===== config.mk =====
export PLATFORM = sky130hd
export DESIGN_NAME = sipo_deserializer
export DESIGN_NICKNAME = d
export VERILOG_FILES = /design/src/rtl/sipo_deserializer.sv
export SDC_FILE = /design/constraint.sdc
export NUM_CORES = 1
export LEC_CHECK = 0
export CORE_MARGIN = 1
export CORE_UTILIZATION = 47
export CTS_CLUSTER_DIAMETER = 30
export DETAILED_ROUTE_END_ITERATION = 12
export GPL_TIMING_DRIVEN = 0
export PLACE_DENSITY = 0.76
export SLEW_MARGIN = 0
export SYNTH_ARGS = -nofsm -noshare
export SYNTH_HDL_FRONTEND = slang
export SYNTH_SLANG_ARGS = --single-unit

===== constraint.sdc =====
create_clock -name clk -period 1.9 [get_ports clk]
set_input_delay 0.475 -clock clk [delete_from_list [all_inputs] [get_ports clk]]
set_output_delay 0.475 -clock clk [all_outputs]
set_load 0.01 [all_outputs]

===== src/rtl/sipo_deserializer.sv =====
// sipo_deserializer: serial-in/parallel-out receiver with a one-entry valid/ready output buffer
// Ports:
//   clk         clock; every flop updates on the falling edge
//   reset_n     asynchronous active-low reset
//   sin         serial data bit, sampled when sin_valid is high
//   sin_valid   qualifies sin at this edge
//   clr         synchronous clear of frame assembly and the overflow flag
//   dout        assembled word, first received bit in dout[0]
//   dout_valid  dout holds an unconsumed word
//   dout_ready  consumer takes dout at an edge where dout_valid is high
//   overflow    sticky, a completed word was dropped because the buffer was full
//   bit_cnt     bits captured so far in the current frame
//   parity_err  present only when SIPO_PARITY_EN is defined; even-parity mismatch on dout
// Option: define SIPO_PARITY_EN to append an even-parity bit after the data bits of every frame.
module sipo_deserializer #(
   parameter int WIDTH = 8
) (
   input  logic                       clk,
   input  logic                       reset_n,
   input  logic                       sin,
   input  logic                       sin_valid,
   input  logic                       clr,
   output logic [WIDTH-1:0]           dout,
   output logic                       dout_valid,
   input  logic                       dout_ready,
   output logic                       overflow,
   output logic [$clog2(WIDTH+1)-1:0] bit_cnt
`ifdef SIPO_PARITY_EN
   ,
   output logic                       parity_err
`endif
);
   localparam int CW = $clog2(WIDTH + 1);
`ifdef SIPO_PARITY_EN
   localparam int FRAME = WIDTH + 1;
`else
   localparam int FRAME = WIDTH;
`endif
   localparam logic [CW-1:0] LAST = CW'(FRAME - 1);
   logic [WIDTH-1:0] sr, word;
   logic take, last, done, free;
   always_comb begin
      take = sin_valid & ~clr;
      last = bit_cnt == LAST;
      done = take & last;
      free = ~dout_valid | dout_ready;
`ifdef SIPO_PARITY_EN
      // the final bit is the parity bit, so the data is already complete in sr
      word = sr;
`else
      word = {sin, sr[WIDTH-1:1]};
`endif
   end
   always_ff @(negedge clk or negedge reset_n) begin
      if (!reset_n) begin
         sr         <= '0;
         bit_cnt    <= '0;
         dout       <= '0;
         dout_valid <= 1'b0;
         overflow   <= 1'b0;
      end else begin
         if (clr) begin
            sr      <= '0;
            bit_cnt <= '0;
         end else if (take) begin
            bit_cnt <= last ? '0 : bit_cnt + 1'b1;
`ifdef SIPO_PARITY_EN
            if (!last)
`endif
            sr <= {sin, sr[WIDTH-1:1]};
         end
         overflow   <= ~clr & (overflow | (done & ~free));
         dout_valid <= (done & free) | (dout_valid & ~dout_ready);
         if (done & free)
            dout <= word;
      end
   end
`ifdef SIPO_PARITY_EN
   // only a word that actually loads into dout updates its parity flag
   always_ff @(negedge clk or negedge reset_n) begin
      if (!reset_n)
         parity_err <= 1'b0;
      else if (done & free)
         parity_err <= ^sr ^ sin;
   end
`endif
endmodule


======== Yosys cells after proc, flatten, opt, wreduce, memory -nomap -nowiden ========
Cells that the tools add are included.
operators by class
  eq/ne operators ......................... 1
  bitwise logic cells ..................... 13
  multiplexer cells ....................... 5
  reduce and logical (&&, ||, !) cells .... 1
  add/sub/neg operators ................... 1
operators by type and width
  cell                                                              number
  8-bit two-way mux                                                 2
  4-bit two-way mux                                                 3
  1-bit bitwise AND                                                 6
  4-bit by 1-bit adder with 4-bit output (second input constant)    1
  4-bit by 3-bit == test with 1-bit output (second input constant)  1
  1-bit NOT                                                         4
  1-bit bitwise OR                                                  3
  2-bit nonzero test                                                1
word-level totals
  register bits after elaboration ......... 22
  input port bits ......................... 6
  word-level logic and storage cells ...... 26

======== Longest topological paths before layout ========
  word-level depth ........................ 6
  mapped depth ............................ 4
  mapped depth without buffers ............ 4

==> out/metrics.cfg <==
[critical_path]
slowest_delay_ps=450
required_ps=1420
worst_setup_path_start_kind=flip-flop
worst-path-max-fanout=3
critical_path.endpoint_type=primary output
setup.worst_path.start=bit_cnt[3]$_DFFE_NN0P_
slowest_stage=dfrtn_1
path_delay_family=flip-flops
cp_data_arrival_time_ps=1840
worstPathCellList=buf_2
critical_path_class=reg -> out
timing.rr.start=bit_cnt[0]$_DFFE_NN0P_
cp_num_buf_inv=1

[finish]
final.fill_count=138
finish.net_count=114
post_route_cells_drive_above_1_share_pct=52.8
n_antenna_cell=0
utilization_pct=72.2
area_growth_pct=44.3
layout_commonest_cell=dfrtn_1
layoutNonFillerInstCount=131
most_used_cells_in_the_layout_excluding_fill_and_tap_cells=21 x dfrtn_1, 16 x buf_4, 14 x buf_2, 9 x nor2_1

[pwr]
leakage_nw=0.694
cell_internal_pwr_uw=570
power_per_cell_area_mw_per_mm2=601
power.share.clock_pct=29.0
power.combinational.fraction_pct=9.5
worst_ir_drop_vdd_mv=0.471
p_sw_share_pct=24.0
p_sw_uw=180
seq_power_share_pct=61.5

[cts]
tritoncts=yes
numClockSinks=21
clock_tree.buffer_depth=2
clk_latency_ps=300
cts.reportedPaths.clkPinSlew_ps=80
clock-root-buffer=clkbuf_4
clock_tree.htree_level_count=1
cts-buffers-inserted=3

[timing]
finalClockSkew_ps=6.75
rsz0062_at_grt=true
tightest_slew_ps=502
final_max_slew_viols=0
final-setup-viol-count=22
timing.final.hold_violations=0
timing.final.ws_setup_ps=-419
slew_headroom_pct=66.5
fin_hold_ws_ps=459

[floorplan]
fp.coreArea_mm2=0.00173
floorplan.io_pins=20
die_width_um=44.9
fp-row-count=15
floorplan.initialDensity_pct=50.1
die_h_um=44.9
die_area_mm2=0.00202

[synthesis]
synth-edff-count=0
synth_compound_gate_area_share_pct=1.88
synth_fa_ha_area_share_pct=1.45
synth-main-ff-cell=dfrtn_1
mux_cell_area_share_after_synthesis_pct=19.7
mappedNetlistNets=73
synthesis.area_um2=865
seq_area_frac_synth_pct=60.8
post_synth.cell_area_avg_um2=13.1
asyncSetResetFlopFracSynth_pct=100
synth_cell_types=17
synth_simple_gate_area_share_pct=13.3
yosys_warnings=0
largest_family_of_logic_cells_by_synthesized_area=multiplexers
synth-xor-area-share_pct=1.01
postSynthCellCount=66
yosys_reg_bits=21

[global_route]
grt_antenna_before_repair=0
number_of_global_route_vias_before_repair=608
grt_max_degree=22
grt.overflow.total=0
global_route_wire_length_before_repair_um=2780
globalRouteTotalUtil_pct=19.4

[drt]
drt_iter0_markers=8
wirelength_um=1840
top_layer_used=met4
drt_drc=0
vias_per_cell=4.95
met2WireLength_um=878
ant_nets=0
detail_route.wl_per_cell_um=14.0
drt_first_pass_iters=2
route.met3.wl_um=71
route.layer.met1.wl_um=873
via_count=648

[hold_path]
min-delay-start=dout[7]$_DFFE_NN0P_
hp-class=reg -> reg

[run_status]
violations_in_the_final_reports=setup timing
run_status=complete, but fails checks

[placed_design]
finalWeightedCongestion=0.771
place_hpwl_um=1090
place_inst=110
io_buffers=19

[job]
cap_viol_max_count=0

layout make-up:
class | instances | area, um2 | area share [%]
Buffer | 2 | 25.0 | 2.01
Clock buffer | 3 | 22.5 | 1.81
Clock inverter | 1 | 5.00 | 0.401
Inverter | 2 | 7.51 | 0.602
Multi-Input combinational cell | 41 | 374 | 30.0
Sequential cell | 21 | 526 | 42.1
Tap cell | 25 | 31.3 | 2.51
Timing Repair Buffer | 36 | 256 | 20.6
synthesized netlist by cell type (2+ instances only):
library cell	instances	area share [%]
a21oi_1	2	1.2
dfrtn_1	21	61
inv_1	2	0.87
mux2_2	8	10
mux2i_1	8	9.3
nand2_1	4	1.7
nand3b_1	2	1.7
nor2_1	9	3.9
or3_2	2	1.7
repair_timing:
| action | in CTS | in global routing |
|---|---|---|
| gates cloned | 0 | 0 |
| gates resized for setup | 84 | 3 |
| pin swaps | 2 | 0 |
| endpoints found under the hold margin | 0 | 0 |
| hold buffers | 0 | 0 |
| setup buffers | 10 | 7 |
| setup endpoints to repair | 56 | 44 |
power by group through the flow:
stage | clock, mW | sequential, mW | combinational (mW)
6_report | 0.217 | 0.461 | 0.0715
4_1_cts | 0.216 | 0.461 | 0.0704
3_5_place_dp | 0 | 0.471 | 0.0638
5_1_grt | 0.236 | 0.462 | 0.0787
3_3_place_gp | 0 | 0.471 | 0.0628
2_1_floorplan | 0 | 0.471 | 0.0271
sequential cells by signal, indices dropped and copies added, names as in the netlist:
signal / flops
sr: 7
dout: 8
dout_valid: 1
overflow: 1
bit_cnt: 4
worst paths after layout:
kind                                  endpoint  slack, ps  cells after the start
max                                 bit_cnt[3]       -420                      1
min                        dout[7]$_DFFE_NN0P_        460                      1
max reg2reg                dout[2]$_DFFE_NN0P_       -120                      7
min reg2reg                dout[7]$_DFFE_NN0P_        460                      1
max in group asynchronous   overflow$_DFF_NN0_        570                      1
min in group asynchronous    sr[5]$_DFFE_NN0P_        960                      1
routing by layer:
layer  track usage [%]  vias to the layer above
li1                  -                      308
met5                 0                        -
met1              27.0                      323
met4              7.27                        0
met3              4.00                        2
met2              30.0                       15
cells by family after synthesis:
family / count (synthesis)
adders and majority gates: 1
AOI/OAI and AO/OA: 3
buffers and inverters: 4
muxes: 16
and+or+nand+nor: 20
xor gates and xnor gates: 1
DFF: 21
metrics by stage:
stage / total power, mW / worst slack, ps / TNS [ps] / instance area (um2)
finish: 0.750 / -419 / -7320 / 1250
global route: 0.777 / -452 / -8110 / 1250
CTS: 0.747 / -431 / -7200 / 1200
detailed placement: 0.535 / -1370 / -39770 / 1120
global placement: 0.533 / -1350 / -40090 / 1120
floorplan: 0.499 / -576 / -5100 / 901
Power figures use the tool's default switching activity.
==> edit: new RTL, same settings <==
Change the parameter `WIDTH` from 8 to 4.
--- a/src/rtl/sipo_deserializer.sv
+++ b/src/rtl/sipo_deserializer.sv
@@ -13,7 +13,7 @@
 //   parity_err  present only when SIPO_PARITY_EN is defined; even-parity mismatch on dout
 // Option: define SIPO_PARITY_EN to append an even-parity bit after the data bits of every frame.
 module sipo_deserializer #(
-   parameter int WIDTH = 8
+   parameter int WIDTH = 4
 ) (
    input  logic                       clk,
    input  logic                       reset_n,
Interface: changed (resized bit_cnt and dout); port bits go from 20 to 15. No check against the original RTL was run, so the function may have changed too.
==> edit against the unedited design <==
Critical path depth stayed put; first-iteration DRC count is 25% higher; synthesized area shrank 37%; wire length is 28% lower; via count down 34%; the flow still finishes with violations (setup timing); final area shrank 36%; critical path type unchanged; setup slack better by 42 ps; die area down 35%; non-clock buffer count fell by 12; sequential power fell by 41%; sequential cell count down 9; synthesized cell count fell by 38%; total power fell by 26%.
==> edit: results (changes against the unedited design) <==
DR vias=428 (-34%); first-pass GRT wire length=2060 um (-26%); Final WS setup=-377 ps (+41.8 ps); M1 WL=567 um (-35%); vias in the first global route=406 (-33%); Slowest-stage cell, CP=dfrtn_1; CTS Buf Count=3 (unchanged); DR pass1 iterations=4 (+2); TNS Setup=-3590 ps (+3720 ps); wire length on met2=708 um (-19%); Hold Startpoint=sr[1]; Reg clk slew, reported paths=50 ps (-30 ps); count of input and output buffers=12 (-7); YS warnings=0 (unchanged); worst hold stages=1 (unchanged); Reg2Reg Setup Slack=330 ps (+450 ps); met3 wire length=47 um (-34%); initial antenna violation count=0 (unchanged); top cells by area, synth=dfrtn_1, mux2i_1, o2111ai_4, buf_6, mux2_1; Slew @ Worst Pin=510 ps (+7.77 ps); total wire length=1320 um (-28%); Synthesized Nets=48 (-34%); post-synthesis sequential area ratio=55.0% (-5.7 points); hold endpoint=dout[0]; synth unique cells=18 (+1); HPWL Detailed=761 um (-30%); failing checks=setup timing; VDD IR-drop max=0.414 mV (-12%); final net count=77 (-32%); reg-to-reg endpoint=dout[0]; top flop regs=dout (4), bit_cnt (3), sr (3); Async S/R FF share, synth=100% (unchanged); CP arrival=1800 ps (-40 ps); Hold/Removal Path Class=register to register; NetSw=0.125 mW (-30%); largest net degree at the start of global routing=13 (-41%); layout cell share with drive strength beyond 1=50.7% (-2.1 points); Critical Path Fanout Max=2 (-1); CP max stage delay=420 ps (-30 ps); top layer in use=met3; worst-skew pair later-pin latency=270 ps (-30 ps); Leak=0.438 nW (-37%); Tot GR Track Use=24.1% (+4.7 points); r2r startpoint=bit_cnt[1]; final setup vio count=13 (-41%); Placement Setup Slack=-843 ps (+529 ps); CTS H-tree depth=1 (unchanged); Top delay family on crit path=flip-flops; Root Buffer=clkbuf_4; Max Clock Skew=1.01 ps (-5.74 ps); Iter 0 DRT Violations=10 (+2); final hold slack=478 ps (+19.8 ps); status=complete, but fails checks; Reg2Reg Depth=5 (-2); synth cell count leaders=dfrtn_1, nor2_1, a21oi_1, mux2i_1, nand2b_1; GPL Wtd Cong=0.712 (-7.6%)
## edit: cell types whose count changed after synthesis, moves of 2 or more
cell      change
buf_6         +2
dfrtn_1       -9
mux2_1        +2
mux2_2        -6
mux2i_1       -5
nand2_1       -3
nand2b_1      +2
nor2_1        -5
or3_2         -2
## edit: timing repair
item / 4_1_cts / 5_1_grt
setup buffers: 9 / 3
pin swaps: 2 / 2
endpoints found under the setup margin: 15 / 14
resized for setup: 45 / 1
## edit: worst max-delay path by stage
stage	startpoint	end	slack, ps	depth (start not counted)
2_1_floorplan	clr	dout[2]	-350	4
3_3_place_gp	dout_ready	dout[1]	-810	3
3_5_place_dp	dout_ready	dout[0]	-840	3
4_1_cts	bit_cnt[2]	bit_cnt[2]	-370	1
5_1_grt	dout[1]	dout[1]	-400	1
6_report	dout[1]	dout[1]	-380	1
## edit: cells by family (layout without fill, tap and decap cells)
group,count (synthesis),count (layout),synth area share (%)
AOI/OAI and AO/OA,5,5,9.17
adders and majority gates,1,1,2.29
DFF,12,12,55.0
and+or+nand+nor,13,13,14.9
muxes,7,7,13.8
buffers and inverters,3,31,4.82
## edit: layout make-up
| type | count | area, um2 |
|---|---|---|
| clock buffers | 4 | 36.3 |
| repair buffers | 24 | 169 |
| multi-input cells | 26 | 234 |
| plain buffers | 2 | 40.0 |
| well taps | 13 | 16.3 |
| fillers | 53 | 205 |
| inverters | 1 | 3.75 |
| flip-flops and latches | 12 | 300 |
## edit: power groups by stage
stage / logic, mW / registers, mW / clock network [mW]
after global placement: 0.0674 / 0.279 / 0
final: 0.0849 / 0.273 / 0.200
after CTS: 0.0793 / 0.273 / 0.205
after floorplan: 0.0331 / 0.282 / 0
after detailed placement: 0.0698 / 0.280 / 0
after global routing: 0.0917 / 0.274 / 0.217
## edit: layer usage
layer,vias up,track usage [%]
met5,-,0
met4,0,8.65
met3,0,5.63
met2,10,40.5
met1,215,30.0
li1,203,-
## edit: through the flow
stage / instances / cell area [um2]
finish: 82 / 800
global route: 82 / 800
CTS: 79 / 774
detailed placement: 66 / 702
global placement: 66 / 702
floorplan: 41 / 566
